==> config.mk <==
export PLATFORM = sky130hd
export DESIGN_NAME = uxa_ps2_wrtlgc
export DESIGN_NICKNAME = d
export VERILOG_FILES = /design/src/rtl/uxa_ps2_pkg.sv /design/src/rtl/uxa_ps2_wrtlgc.sv
export SDC_FILE = /design/constraint.sdc
export NUM_CORES = 1
export LEC_CHECK = 0
export ABC_AREA = 1
export ABC_CLOCK_PERIOD_IN_PS = 800
export BUFFER_PORTS_ARGS = -buffer_cell sky130_fd_sc_hd__buf_2
export CAP_MARGIN = 25
export CORE_AREA = 2 2 39 41
export DETAILED_ROUTE_END_ITERATION = 12
export DIE_AREA = 0 0 41 43
export GPL_ROUTABILITY_DRIVEN = 0
export GPL_TIMING_DRIVEN = 1
export PLACE_DENSITY_LB_ADDON = 0.25
export SYNTH_ARGS = -nofsm -noshare
export SYNTH_HDL_FRONTEND = slang
export SYNTH_SLANG_ARGS = --single-unit
==> constraint.sdc <==
create_clock -name sys_clk_i -period 0.8 [get_ports sys_clk_i]
set_input_delay 0.04 -clock sys_clk_i [delete_from_list [all_inputs] [get_ports sys_clk_i]]
set_output_delay 0.04 -clock sys_clk_i [all_outputs]
set_load 0.05 [all_outputs]
==> src/rtl/uxa_ps2_pkg.sv <==
// Shared PS/2 receive-path types: write-logic FSM state encoding.
package uxa_ps2_pkg;

    typedef enum logic [1:0] {
        IDLE  = 2'd0,
        WRITE = 2'd1,
        BUMP  = 2'd2,
        WAIT  = 2'd3
    } wr_state_t;

endpackage

==> src/rtl/uxa_ps2_wrtlgc.sv <==
// PS/2 byte-to-FIFO write sequencer: one write then one pointer bump per frame, 1-cycle latency.
// No backpressure; a held frame parks in WAIT until the deserializer drops it.
module uxa_ps2_wrtlgc
    import uxa_ps2_pkg::*;
(
    input  logic sys_clk_i,
    input  logic sys_reset_i,
    input  logic frame_i,
    output logic we_o,
    output logic reset_o,
    output logic ptr_inc_o
);

    wr_state_t state;
    wr_state_t nxt;

    always_comb begin
        nxt = IDLE;
        case (state)
            IDLE:    nxt = frame_i ? WRITE : IDLE;
            WRITE:   nxt = BUMP;
            BUMP:    nxt = frame_i ? WAIT : IDLE;
            WAIT:    nxt = frame_i ? WAIT : IDLE;
            default: nxt = IDLE;
        endcase
    end

    // Outputs are registered alongside the state, so they decode the state
    // register exactly and frame_i never reaches a port combinationally.
    always_ff @(posedge sys_clk_i or posedge sys_reset_i) begin
        if (sys_reset_i) begin
            state     <= IDLE;
            we_o      <= 1'b0;
            reset_o   <= 1'b0;
            ptr_inc_o <= 1'b0;
        end else begin
            state     <= nxt;
            we_o      <= (nxt == WRITE);
            reset_o   <= (nxt == BUMP);
            ptr_inc_o <= (nxt == BUMP);
        end
    end

endmodule

==> out/metrics.cfg, run 1 <==
[sta]
slew_headroom_pct=90.4
skew_ps=11.6
fin_ws_ps=-40.3
setup_tns_ps=-81.0
min_period_over_period_pct=105
tightest_slew_ps=142
hold_violations=0
rsz0062_at_grt=yes
finalSetupViolCount=3
fmax_ghz=1.19
slew_viol_final=0
min_period_ps=840

[placement]
dp_hpwl_um=198
io_buffers=5
placedCellCount=35

[critical_path]
rr_endpoint=state[1]$_DFF_PP0_
crit_path_end_kind=output pin
crit_buf_inv=1
r2r_cells=2
cpLargestDelayFamily=flip-flops
arrival_ps=800
start_kind=flop
critPathSlowestCell=dfrtp_2
path_cells=buf_6
critPathMaxStageDelay_ps=400
worst-setup-path-type=flop to output pin
crit_fanout=2
cp.required_ps=760
rr_startpoint=state[0]$_DFF_PP0_
reg2reg_slack_ps=140

[synthesis]
synth.avg_cell_area_um2=9.84
synth-xor-area-share_pct=0
synth-seq-cells=4
yosys_warnings=0
ys_top_cells_by_count=4 x dfrtp_1, 4 x inv_1, 2 x nand2_1, 2 x nor2_1
async_flop_share_pct=100
synthAdderAreaFrac_pct=0
synth-compound-area-share_pct=6.78
synthDominantCellAreaShare_pct=67.8
netlist_instances=15
muxShareOfSynthArea_pct=0
synth_area_um2=148
ys_seq_area_share_pct=67.8
synth_top_flop_cell=dfrtp_1
synth-simple-area-share_pct=10.2
ys_types=7
synth_nets=18
synth.top_cells.by_area=dfrtp_1 68%, inv_1 10%, buf_4 5.1%
yosys.area.top_type=dfrtp_1
synth_top_family_by_area=buffers and inverters
synth_edf_count=0

[layout]
stdcell_count=40
nets=28
diodes=0
areaGrowthSynthToFinish_pct=63.6
drive_above_1_share_pct=37.5

[clocking]
clk_path_buf_depth=2
clock-root-buffer=clkbuf_4
clock_sinks=4
path_clk_slew_ps=40
cts_tree=built
clkLatencyLatePin_ps=240
cts_buffers=3
htree_levels=1

[global_routing]
grt_max_degree=5
grt_pass1_vias=114
antenna_found_initial=0
grt_overflow=0
grt_pass1_wl_um=462
track_usage_pct=5.23

[pwr]
p_leak_nw=0.126
p_per_area_mw_per_mm2=2980
peakVddDrop_v=0.000936

[routing]
vias_per_cell=3.00
routed_wirelength_um=258
drtAntennaViolNets=0
drc=0
dr_total_vias=120
first_pass_iters=1
drt_iter0_drc=0
wire_per_inst_um=6.45

[floorplanning]
die_height_um=43
initial_utilization_pct=10.7
die_x_um=41
core-area_mm2=0.00138
ios=6
fp.dieArea_mm2=0.00176
fp-row-count=14

[run_status]
status=complete, but fails checks
violations=setup timing

[worst_hold_path]
hp-class=input port to flop
hold_start=frame_i
min_to=state[1]$_DFF_PP0_
whs_path_depth=3

[flow_run]
drv_cap=0

==> power breakdown <==
part	switching, mW	internal, mW	leakage [nW]
clock	0.0898	0.188	0.0150
combinational	0.118	0.0641	0.0615
sequential	0.0226	0.237	0.0493
==> worst register-to-register path, stage by stage (launching register included) <==
cell and delay, ps:
dfrtp_1 370, inv_1 90, o21ai_0 80
==> logic make-up (layout without fill, tap and decap cells) <==
logic type | after synthesis | after routing
buf+inv | 5 | 14
flops | 4 | 4
compound gates | 2 | 2
simple gates | 4 | 4
==> per-layer routing <==
metal,up-vias,track usage (%),routed length [µm]
li1,60,-,-
met1,51,3.88,91
met2,7,5.00,119
met3,2,7.85,38
met4,0,6.00,8
met5,-,0,0
==> repair_timing <==
item	in CTS	in global routing
hold buffers	1	0
pin swaps	0	0
endpoints found under the setup margin	3	3
endpoints found under the hold margin	4	0
buffers inserted	0	0
resized for setup	6	0
==> flip-flops by register name, summed over array words and instances, names as in the netlist <==
signal     count
ptr_inc_o      1
state          2
we_o           1
==> stage by stage <==
step	power [mW]	area [µm²]	util [%]	hold WS (ps)	setup slack [ps]
3_5_place_dp	0.410	186	13.5	-70.7	139
2_1_floorplan	0.385	149	-	-194	15.7
3_3_place_gp	0.408	186	13.5	-73.3	146
5_1_grt	0.782	241	17.5	46.1	-77.1
4_1_cts	0.743	241	17.5	30.3	-58.0
6_report	0.719	241	17.5	41.2	-40.3
==> how the worst max path moves through the flow <==
stage | start | end | slack [ps] | cells after the start
6_report | ptr_inc_o$_DFF_PP0_ | reset_o | -40 | 1
5_1_grt | ptr_inc_o$_DFF_PP0_ | ptr_inc_o | -80 | 1
4_1_cts | ptr_inc_o$_DFF_PP0_ | ptr_inc_o | -60 | 1
3_5_place_dp | state[0]$_DFF_PP0_ | state[1]$_DFF_PP0_ | 140 | 2
3_3_place_gp | state[1]$_DFF_PP0_ | we_o$_DFF_PP0_ | 150 | 3
2_1_floorplan | ptr_inc_o$_DFF_PP0_ | reset_o | 20 | 1
==> layout make-up <==
type | instances | area [µm²]
multi-input combinational | 6 | 25.0
fill | 157 | 1140
sequential | 4 | 101
tap | 16 | 20.0
timing repair buffer | 6 | 53.8
inverter | 4 | 15.0
clock buffer | 4 | 26.3
==> placed cells by master, fill, tap and decap left out, drive strengths merged <==
cell type and instances:
o21ai 1, buf 5, clkbuf 4, inv 4, dfrtp 4, a21oi 1
dlygate4sd3 1, nand2 2, nor2 2
No activity file was read; power rests on OpenSTA's default activity.
==> inputs of run 2 (changes only) <==
==> constraint.sdc (replaced) <==
create_clock -name sys_clk_i -period 0.8 [get_ports sys_clk_i]
set_input_delay 0.08 -clock sys_clk_i [delete_from_list [all_inputs] [get_ports sys_clk_i]]
set_output_delay 0.08 -clock sys_clk_i [all_outputs]
set_load 0.05 [all_outputs]
==> run 2 against run 1 <==
  * The run still ends with setup timing left
  * Sequential power about the same
  * Cell count unchanged
  * Wire length decreased by 7.4%
  * Total power shrank 1.0%
  * Clock power fell by 3%
  * Largest cell class unchanged
==> out/metrics.cfg, run 2 (synthesis results as in run 1) <==
[global_routing]
track_usage_pct=5.05  ; -0.19 points
grt_overflow=0  ; unchanged
antenna_found_initial=0  ; unchanged
grt_pass1_wl_um=448  ; -3.0%
grt_max_degree=5  ; unchanged
grt_pass1_vias=115  ; +0.88%

[clocking]
path_clk_slew_ps=40  ; about the same
htree_levels=1  ; unchanged
clock-root-buffer=clkbuf_4
cts_tree=built
cts_setup_buffers=0  ; unchanged
clk_path_buf_depth=2  ; unchanged
cts_buffers=3  ; unchanged
clock_sinks=4  ; unchanged
clkLatencyLatePin_ps=240  ; about the same

[run_status]
status=complete, but fails checks
violations=setup timing

[sta]
setup_tns_ps=-200  ; -119 ps
slew_headroom_pct=89.8  ; -0.62 points
min_period_ps=883  ; +42.4 ps
skew_ps=10.6  ; -1.02 ps
finalSetupViolCount=3  ; unchanged
fmax_ghz=1.13  ; -4.8%
slew_viol_final=0  ; unchanged
hold_violations=0  ; unchanged
rsz0062_at_grt=yes
min_period_over_period_pct=110  ; +5.3 points
fin_ws_ps=-82.7  ; -42.4 ps
tightest_slew_ps=153  ; +10.7 ps

[layout]
finish.utilization_pct=17.5  ; unchanged
largest_register_ffs=2  ; unchanged
layout_commonest_cell=inv_1
drive_above_1_share_pct=37.5  ; unchanged
nets=28  ; unchanged
final_cell_mix=4 x inv_1, 3 x clkbuf_4, 3 x buf_6, 3 x dfrtp_1
diodes=0  ; unchanged
reg_top3=state (2), ptr_inc_o (1), we_o (1)
top_register=state
areaGrowthSynthToFinish_pct=63.6  ; unchanged
fillCellCount=153  ; -2.5%

[critical_path]
crit_path_end_kind=output pin
critPathMaxStageDelay_ps=410  ; about the same
critPathSlowestCell=dfrtp_2
arrival_ps=800  ; about the same
cpLargestDelayFamily=flip-flops
crit_buf_inv=1  ; unchanged
crit_fanout=2  ; unchanged
cp.required_ps=720  ; -40 ps
crit_start=ptr_inc_o$_DFF_PP0_
rr_startpoint=state[0]$_DFF_PP0_
start_kind=flop
path_cells=buf_6
worst-setup-path-type=flop to output pin

[routing]
drt_iter0_drc=7  ; +7
wire_per_inst_um=5.98  ; -7.4%
drc=0  ; unchanged
drtAntennaViolNets=0  ; unchanged
first_pass_iters=3  ; +2
routed_wirelength_um=239  ; -7.4%
dr_total_vias=123  ; +2.5%
vias_per_cell=3.08  ; +2.5%

[flow_run]
drv_cap=0  ; unchanged

[placement]
place_ws_ps=132  ; -7.59 ps
io_buffers=5  ; unchanged

[pwr]
peakVddDrop_v=0.000819  ; -12%
p_leak_nw=0.126  ; unchanged
p_per_area_mw_per_mm2=2950  ; -1.0%
finalPower_mw=0.712  ; -1.0%

[floorplanning]
ios=6  ; unchanged
fp.dieArea_mm2=0.00176  ; unchanged
die_height_um=43  ; unchanged
fp-row-count=14  ; unchanged
initial_utilization_pct=10.7  ; unchanged
die_x_um=41  ; unchanged
core-area_mm2=0.00138  ; unchanged

[worst_hold_path]
hp-class=input port to flop
hold_start=frame_i

[run 2: cell counts in the layout (fill, tap and decap cells not counted)]
No cell type changed its count.
[run 2: path summary, 6_finish.rpt]
kind,endpoint,depth (start not counted),slack (ps)
min in group asynchronous,we_o$_DFF_PP0_,3,270
min reg2reg,ptr_inc_o$_DFF_PP0_,1,450
max,ptr_inc_o,1,-80
min,state[1]$_DFF_PP0_,3,80
max in group asynchronous,ptr_inc_o$_DFF_PP0_,3,370
max reg2reg,state[1]$_DFF_PP0_,2,140
[run 2: power by group]
| group | internal [mW] | switching (mW) |
|---|---|---|
| combinational | 0.0641 | 0.118 |
| sequential | 0.238 | 0.0240 |
| clock | 0.187 | 0.0813 |
[run 2: final cells by class]
| cell class | instances | area, µm² | share of cell area [%] |
|---|---|---|---|
| repair buffers | 6 | 53.8 | 22.3 |
| well taps | 16 | 20.0 | 8.29 |
| multi-input cells | 6 | 25.0 | 10.4 |
| flip-flops and latches | 4 | 101 | 42.0 |
| inverters | 4 | 15.0 | 6.22 |
| clock buffers | 4 | 26.3 | 10.9 |
[run 2: timing repair]
action / CTS / global route
gates resized for setup: 6 / 0
setup endpoints to repair: 3 / 3
hold buffers: 1 / 0
endpoints found under the hold margin: 4 / 0
[run 2: metrics by stage]
stage | std cells | cell area [µm²] | hold WS [ps]
3_3_place_gp | 35 | 186 | -34.5
2_1_floorplan | 15 | 153 | -154
4_1_cts | 40 | 241 | 69.7
6_report | 40 | 241 | 82.4
3_5_place_dp | 35 | 186 | -30.4
5_1_grt | 40 | 241 | 74.4
[run 2: per-layer routing]
metal | GRT usage, % | up-vias | wire length (µm)
met3 | 7.85 | 0 | 34
met2 | 4.38 | 8 | 86
met4 | 6.00 | 0 | 0
li1 | - | 60 | -
met1 | 3.92 | 55 | 118
met5 | 0 | - | 0
